`src/rtl/hls_deadlock_persist_monitor.sv`:
```
// Deadlock monitor for an HLS dataflow region: raises block once a masked AXIS stall with all
// watched instances idle has persisted THRESH consecutive cycles; also tracks first channel and event count.
module hls_deadlock_persist_monitor #(
  parameter int NUM_AXIS = 8,
  parameter int NUM_INST = 19,
  parameter int THRESH   = 16,
  parameter int STICKY   = 1,
  parameter int IDX_W    = 3
) (
  input  logic                clock,
  input  logic                reset,
  input  logic [NUM_AXIS-1:0] axis_block_sigs,
  input  logic [NUM_AXIS-1:0] axis_watch_mask,
  input  logic [NUM_INST-1:0] inst_idle_sigs,
  input  logic [NUM_INST-1:0] inst_idle_mask,
  input  logic                clear,
  output logic                block,
  output logic                block_pending,
  output logic [IDX_W-1:0]    first_axis_idx,
  output logic [15:0]         block_count
);

  localparam int CNT_W = (THRESH < 1) ? 1 : $clog2(THRESH + 1);
  localparam logic [CNT_W-1:0] CNT_MAX  = CNT_W'(THRESH);
  localparam logic [CNT_W-1:0] CNT_LAST = CNT_W'(THRESH - 1);
  localparam logic [CNT_W-1:0] CNT_ONE  = CNT_W'(1);

  typedef enum logic [1:0] {
    ST_IDLE,
    ST_ARMED,
    ST_DETECTED
  } state_t;

  state_t             state;
  state_t             state_n;
  logic [CNT_W-1:0]   cnt;
  logic [CNT_W-1:0]   cnt_n;
  logic [NUM_AXIS-1:0] masked_block;
  logic               all_idle;
  logic               cand;
  logic [IDX_W-1:0]   low_idx;
  logic               capture;
  logic               enter_det;
  logic [15:0]        count_q;

  assign masked_block = axis_block_sigs & axis_watch_mask;
  // Unwatched instances read as idle so an all-zero mask leaves the idle term true.
  assign all_idle     = &(inst_idle_sigs | ~inst_idle_mask);
  assign cand         = (|masked_block) & all_idle;
  assign block_count  = count_q;

  always_comb begin
    low_idx = '0;
    for (int i = NUM_AXIS - 1; i >= 0; i--) begin
      if (masked_block[i]) low_idx = IDX_W'(i);
    end
  end

  always_comb begin
    state_n   = state;
    cnt_n     = cnt;
    capture   = 1'b0;
    enter_det = 1'b0;
    case (state)
      ST_IDLE: begin
        if (cand) begin
          capture = 1'b1;
          if (THRESH == 1) begin
            state_n   = ST_DETECTED;
            cnt_n     = CNT_MAX;
            enter_det = 1'b1;
          end else begin
            state_n = ST_ARMED;
            cnt_n   = CNT_ONE;
          end
        end else begin
          cnt_n = '0;
        end
      end
      ST_ARMED: begin
        if (!cand) begin
          state_n = ST_IDLE;
          cnt_n   = '0;
        end else if (cnt == CNT_LAST) begin
          state_n   = ST_DETECTED;
          cnt_n     = CNT_MAX;
          enter_det = 1'b1;
        end else begin
          cnt_n = cnt + CNT_ONE;
        end
      end
      ST_DETECTED: begin
        if (STICKY == 0 && !cand) begin
          state_n = ST_IDLE;
          cnt_n   = '0;
        end
      end
      default: begin
        state_n = ST_IDLE;
        cnt_n   = '0;
      end
    endcase
    // clear overrides everything, including a detection on this very edge.
    if (clear) begin
      state_n   = ST_IDLE;
      cnt_n     = '0;
      capture   = 1'b0;
      enter_det = 1'b0;
    end
  end

  always_ff @(posedge clock or posedge reset) begin
    if (reset) begin
      state          <= ST_IDLE;
      cnt            <= '0;
      block          <= 1'b0;
      block_pending  <= 1'b0;
      first_axis_idx <= '0;
      count_q        <= '0;
    end else begin
      state         <= state_n;
      cnt           <= cnt_n;
      block         <= (state_n == ST_DETECTED);
      block_pending <= (state_n == ST_ARMED);
      if (capture) first_axis_idx <= low_idx;
      if (enter_det && count_q != 16'hFFFF) count_q <= count_q + 16'd1;
    end
  end

endmodule

```
`config.mk`:
```
export PLATFORM = sky130hd
export DESIGN_NAME = hls_deadlock_persist_monitor
export DESIGN_NICKNAME = d
export VERILOG_FILES = /design/src/rtl/hls_deadlock_persist_monitor.sv
export SDC_FILE = /design/constraint.sdc
export NUM_CORES = 1
export LEC_CHECK = 0
export BUFFER_PORTS_ARGS = -buffer_cell sky130_fd_sc_hd__buf_2
export CORE_ASPECT_RATIO = 0.5
export CORE_MARGIN = 3
export CORE_UTILIZATION = 25
export DETAILED_ROUTE_END_ITERATION = 10
export SYNTH_ARGS = -nofsm -noshare
export SYNTH_HDL_FRONTEND = slang
export SYNTH_SLANG_ARGS = --single-unit
```
`constraint.sdc`:
```
create_clock -name clock -period 3 [get_ports clock]
set_input_delay 0.45 -clock clock [delete_from_list [all_inputs] [get_ports clock]]
set_output_delay 0.45 -clock clock [all_outputs]
set_load 0.02 [all_outputs]
```
==> impl_metrics.csv, run 1 <==
group,metric,value,unit
power_and_ir_drop,power_switching,0.165,mW
layout,fin_util,36.0,%
power_and_ir_drop,power_frac_clock,45.3,%
hold_path,worstHoldPathType,"primary input to asynchronous set/reset pin",
yosys,synth_top_area_cell,"dfrtp_1",
worst_setup_path,crit_buf_inv,0,
yosys,synthCells,168,
worst_setup_path,required,3.15,ns
worst_setup_path,cp-start-kind,"register",
sta,setup_violations,0,
floorplan,core,6230,um2
place,io_buffers,77,
route,postRouteAntennaNets,0,
power_and_ir_drop,seq_power_share,44.5,%
power_and_ir_drop,power_density,383,nW/um2
sta,rsz0062_at_grt,"false",
route,routedWlPerCell,11.7,um
layout,antenna_cells,0,
worst_setup_path,worstPathArrival,2.79,ns
floorplan,boundaryPins,78,
clock_network,root_buffer,"clkbuf_16",
floorplan,dieArea,7690,um2
yosys,syn_nets,228,
clock_network,clk_path_buf_depth,2,
yosys,synth-seq-cells,28,
yosys,synth-edff-count,0,
clock_network,post_cts_resized,0,
layout,drive_gt1_share,39.7,%
yosys,synth-seq-area-share,42.3,%
route,vias,1495,
worst_setup_path,critPathTopFamily,"simple AND/OR/NAND/NOR gates",
clock_network,cts_sinks,28,
global_routing,overflow,0,
yosys,synth_most_common_cell,"dfrtp_1",
yosys,synth_area_leaders,"dfrtp_1, xor2_1, nand2_1",
power_and_ir_drop,pwr-share-comb,10.2,%
worst_setup_path,cpMostUsedCell,"ha_1",
route,drt-total-wl,3.91,mm
clock_network,postCtsSetupBuffers,0,
yosys,yosysUniqueCellTypes,41,
yosys,netlist.area_leader.share,42.3,%
worst_setup_path,cp_cell_sequence,"ha_1 -> and3_1 -> ha_1 -> nand2_1 -> or3_1 -> or4_4 -> nor2_1 -> mux2_2",
layout,nets,308,
floorplan,rows,20,
sta,fin_crit_sh,88.2,%
layout,syn_to_final_growth,35.4,%
global_routing,track_usage,10.2,%
sta,worst-slew-pin-transition,1.05,ns
layout,fill_cells,616,
clock_network,htree_levels,1,
route,avgViaCountPerCell,4.46,
place,dp_hpwl,3.19,mm
yosys,syn-cell-area,1660,um2
global_routing,antenna_found_initial,0,
sta,slew_headroom,29.8,%
route,drt-initial-drc-count,47,
route,dr.pass1.iters,4,
sta,fin_setup_tns,0,ns
clock_network,hold_buffers,0,
worst_setup_path,crit_slowest_cell,"or4_4",
sta,hold_viol_final,0,
power_and_ir_drop,netSwitchingFraction,19.2,%
clock_network,cts_buffers,3,
worst_setup_path,max_stage_delay,0.56,ns
run_status,outcome,"finished clean",
floorplan,die_h,63.5,um
worst_setup_path,end_kind,"register",
yosys,async_flop_share,100,%
global_routing,grt_pass1_wl,6.47,mm
power_and_ir_drop,p_leak,1.20,nW
sta,fmax,378,MHz
worst_setup_path,critPathKind,"register to register",
sta,slew_violations,0,
run,cap_violations,0,
power_and_ir_drop,peakVddDrop,189,uV
global_routing,grt_pass1_vias,1525,
clock_network,clk_latency,0.26,ns
clock_network,clk_pin_slew,0.07,ns
worst_setup_path,worstPathMaxFanout,17,
yosys,synth_common_cells,"dfrtp_1, nand2_1, xor2_1",
power_and_ir_drop,internal-power,0.693,mW
place,place_congestion,0.856,
yosys,yosys_warnings,0,
floorplan,die_w,121,um
yosys,synth_area_per_cell,9.85,um2
floorplan,start_util,26.6,%
sta,fin_crit,2.64,ns
global_routing,grt_max_degree,29,
route,drc_errors,0,
clock_network,cts_tree,"built",
yosys,synth_flop_cell,"dfrtp_1",
sta,finClkSkew,0.00456,ns
## cell usage in the layout, fill, tap and decap left out, drive strengths merged, types with 4 or more instances in the layout
cell type  instances
nor4               8
nand4              6
nor2               4
inv               10
nand2             24
xor2              14
nand3              5
mux2               4
dfrtp             28
nand2b            13
buf               79
nor3               8
## area by class of cell
type,count,area (um2),area share (%)
Clock buffer,3,75.1,3.35
Clock inverter,1,30.0,1.34
Inverter,10,37.5,1.68
Multi-Input combinational cell,126,887,39.6
Sequential cell,28,701,31.3
Tap cell,88,110,4.91
Timing Repair Buffer,79,400,17.9
## power groups by stage
stage,clock [mW],combinational [mW],sequential [mW]
final,0.388,0.0872,0.382
after global routing,0.421,0.0987,0.382
after CTS,0.403,0.0895,0.381
after detailed placement,0,0.0892,0.389
after global placement,0,0.0867,0.389
after floorplan,0,0.0374,0.392
## worst paths after layout
path                                 from                 to  slack (ns)  cells after the start
min in group clock         block_count[5]     block_count[5]        0.50                      1
max                                cnt[0]     block_count[1]        0.36                      8
min reg2reg                block_count[5]     block_count[5]        0.50                      1
max in group asynchronous           reset    block_count[13]        1.93                      2
min                                 reset  first_axis_idx[1]        0.44                      2
max reg2reg                        cnt[0]     block_count[1]        0.36                      8
## logic make-up after synthesis
kind of cell	synth area share (%)
mux	2.72
simple gates	32.3
flops	42.3
fa+ha+maj	2.27
compound gates	8.09
xor+xnor	7.94
buf+inv	4.38
## state kept, by name, summed over array words and instances (netlist names)
register and count:
cnt 5, block_pending 1, block 1, block_count 16, state 2, first_axis_idx 3
## worst register-to-register path: cells and delay by family (launching register included)
family                     cells  cell delay, ns
DFF                            1            0.38
muxes                          1            0.36
adders and majority gates      2            0.43
and+or+nand+nor                5            1.37
## per-layer routing
metal / share of wire, % / global-route usage [%] / vias up
met5: 0 / 0 / -
met4: 0.79 / 2.54 / 0
met3: 4.1 / 2.15 / 4
met2: 52 / 19.5 / 28
met1: 43 / 11.5 / 704
li1: - / - / 759
## stage by stage
stage	setup WS (ns)	area (um2)	std cells	hold slack, ns	power, mW
4_1_cts	0.351	2240	335	0.497	0.874
6_report	0.355	2240	335	0.443	0.857
5_1_grt	0.147	2240	335	0.523	0.901
3_3_place_gp	0.402	2140	331	0.478	0.476
3_5_place_dp	0.363	2140	331	0.489	0.478
2_1_floorplan	0.556	1660	168	0.476	0.429
Note: power is estimated with default switching activity, not from simulation.
==> run 2: changes to the inputs <==
--- a/config.mk
+++ b/config.mk
@@ -6,10 +6,13 @@
 export NUM_CORES = 1
 export LEC_CHECK = 0
 export BUFFER_PORTS_ARGS = -buffer_cell sky130_fd_sc_hd__buf_2
+export CELL_PAD_IN_SITES_DETAIL_PLACEMENT = 2
+export CELL_PAD_IN_SITES_GLOBAL_PLACEMENT = 2
 export CORE_ASPECT_RATIO = 0.5
-export CORE_MARGIN = 3
+export CORE_MARGIN = 8
 export CORE_UTILIZATION = 25
 export DETAILED_ROUTE_END_ITERATION = 10
+export PLACE_DENSITY_LB_ADDON = 0.1
 export SYNTH_ARGS = -nofsm -noshare
 export SYNTH_HDL_FRONTEND = slang
 export SYNTH_SLANG_ARGS = --single-unit
==> run 2 against run 1 <==
Effect of this change: combinational power is 3.4% higher; worst hold slack got worse by 0.20 ns; setup slack worse by 0.098 ns; cell count increased by 1.8%; wire length grew 35%; global-route usage increased by 0.76 points; via count rose by 4.6%; register-to-register slack got worse by 0.098 ns; fmax is 3.6% lower.
==> impl_metrics.csv, run 2 (same netlist as run 1, synthesis figures left out) <==
group,metric,value,unit
run_status,outcome,"finished clean",
clock_network,post_cts_resized,0,
run,cap_violations,0,
layout,largest_reg_flops,16,
worst_setup_path,critPathKind,"register to register",
power_and_ir_drop,peakVddDrop,190,uV
power_and_ir_drop,p_leak,1.21,nW
floorplan,dieArea,9640,um2
floorplan,boundaryPins,78,
route,drt-total-wl,5.28,mm
route,postRouteAntennaNets,0,
place,place_congestion,0.789,
sta,fmax,365,MHz
power_and_ir_drop,internal-power,0.694,mW
worst_setup_path,max_stage_delay,0.58,ns
power_and_ir_drop,power_frac_clock,45.7,%
place,dp_hpwl,4.37,mm
global_routing,overflow,0,
layout,antenna_cells,0,
worst_setup_path,end_kind,"register",
floorplan,rows,21,
sta,finClkSkew,0.00179,ns
sta,fin_setup_tns,0,ns
layout,final_cell_mix,"buf_2, dfrtp_1, nand2_1, xor2_1, nand2b_1",
hold_path,worstHoldPathType,"primary input to asynchronous set/reset pin",
clock_network,cts_buffers,3,
route,vias,1564,
layout,fin_util,34.6,%
clock_network,clk_pin_slew,0.07,ns
sta,slew_headroom,57.6,%
place,io_buffers,77,
power_and_ir_drop,total_power,0.869,mW
layout,nets,310,
worst_setup_path,crit_slowest_cell,"or4_4",
clock_network,clk_latency,0.26,ns
sta,fin_crit_sh,91.4,%
sta,rsz0062_at_grt,"false",
clock_network,cts_tree,"built",
worst_setup_path,cpMostUsedCell,"ha_1",
layout,layout_commonest_cell,"buf_2",
layout,syn_to_final_growth,36.6,%
global_routing,grt_pass1_wl,8.42,mm
floorplan,die_w,131,um
global_routing,antenna_found_initial,0,
worst_setup_path,worstPathArrival,2.89,ns
route,drc_errors,0,
clock_network,hold_buffers,0,
sta,hold_viol_final,0,
layout,drive_gt1_share,40.2,%
power_and_ir_drop,netSwitchingFraction,20.1,%
floorplan,core,6540,um2
sta,slew_violations,0,
worst_setup_path,cp-start-kind,"register",
route,routedWlPerCell,15.5,um
clock_network,cts_sinks,28,
power_and_ir_drop,power_density,384,nW/um2
route,avgViaCountPerCell,4.59,
clock_network,root_buffer,"clkbuf_16",
sta,setup_violations,0,
power_and_ir_drop,power_switching,0.175,mW
power_and_ir_drop,pwr-share-comb,10.4,%
sta,worst_hold_slack,0.243,ns
global_routing,grt_pass1_vias,1670,
power_and_ir_drop,seq_power_share,43.9,%
worst_setup_path,cp_cell_sequence,"ha_1 -> and3_1 -> ha_1 -> nand2_1 -> or3_1 -> or4_4 -> nor2_1 -> mux2_2",
sta,fin_crit,2.74,ns
worst_setup_path,critPathTopFamily,"simple AND/OR/NAND/NOR gates",
worst_setup_path,worstPathMaxFanout,17,
floorplan,die_h,73.5,um
route,drt-initial-drc-count,48,
clock_network,htree_levels,1,
global_routing,track_usage,11.0,%
floorplan,start_util,25.3,%
global_routing,grt_max_degree,29,
worst_setup_path,required,3.15,ns
worst_setup_path,crit_buf_inv,0,
clock_network,clk_path_buf_depth,2,
place,dp_cells,337,
route,dr.pass1.iters,3,
layout,final_cells,341,
sta,worst-slew-pin-transition,0.635,ns
clock_network,postCtsSetupBuffers,0,
run 2: power by group through the flow:
| stage | Combinational [mW] | Sequential, mW | Clock, mW |
|---|---|---|---|
| floorplan | 0.0374 | 0.392 | 0 |
| global placement | 0.0907 | 0.389 | 0 |
| detailed placement | 0.0922 | 0.389 | 0 |
| CTS | 0.0928 | 0.381 | 0.412 |
| global route | 0.102 | 0.382 | 0.423 |
| finish | 0.0902 | 0.381 | 0.397 |
run 2: final timing paths:
kind | from | endpoint | slack (ns) | cells after the start
max | cnt[0] | block_count[1] | 0.26 | 8
min | reset | first_axis_idx[1] | 0.24 | 3
max reg2reg | cnt[0] | block_count[1] | 0.26 | 8
min reg2reg | block_count[11] | block_count[11] | 0.49 | 1
max in group asynchronous | reset | block_count[1] | 2.49 | 3
min in group clock | block_count[11] | block_count[11] | 0.49 | 1
run 2: stage by stage:
step / worst slack [ns] / cell area [um2]
floorplan: 0.556 / 1660
global placement: 0.372 / 2160
detailed placement: 0.237 / 2160
CTS: 0.243 / 2260
global route: 0.0302 / 2260
finish: 0.258 / 2260
run 2: layout make-up:
cell class | count | area, um2
timing repair buffer | 81 | 415
clock buffer | 3 | 75.1
fill | 750 | 4280
sequential | 28 | 701
inverter | 10 | 37.5
tap | 92 | 115
multi-input combinational | 126 | 887
clock inverter | 1 | 30.0
run 2: worst register-to-register path: cells and delay by family, from the launching register on:
| kind | cells | cell delay (ns) |
|---|---|---|
| AND/OR/NAND/NOR | 5 | 1.44 |
| adder cells (fa/ha/maj) | 2 | 0.44 |
| flip-flops | 1 | 0.40 |
| multiplexers | 1 | 0.35 |
run 2: layer usage:
metal,wire length (um),vias up,track usage [%]
li1,-,764,-
met1,2380,742,13.6
met2,2300,53,18.0
met3,562,5,3.69
met4,34,0,2.27
met5,0,-,0
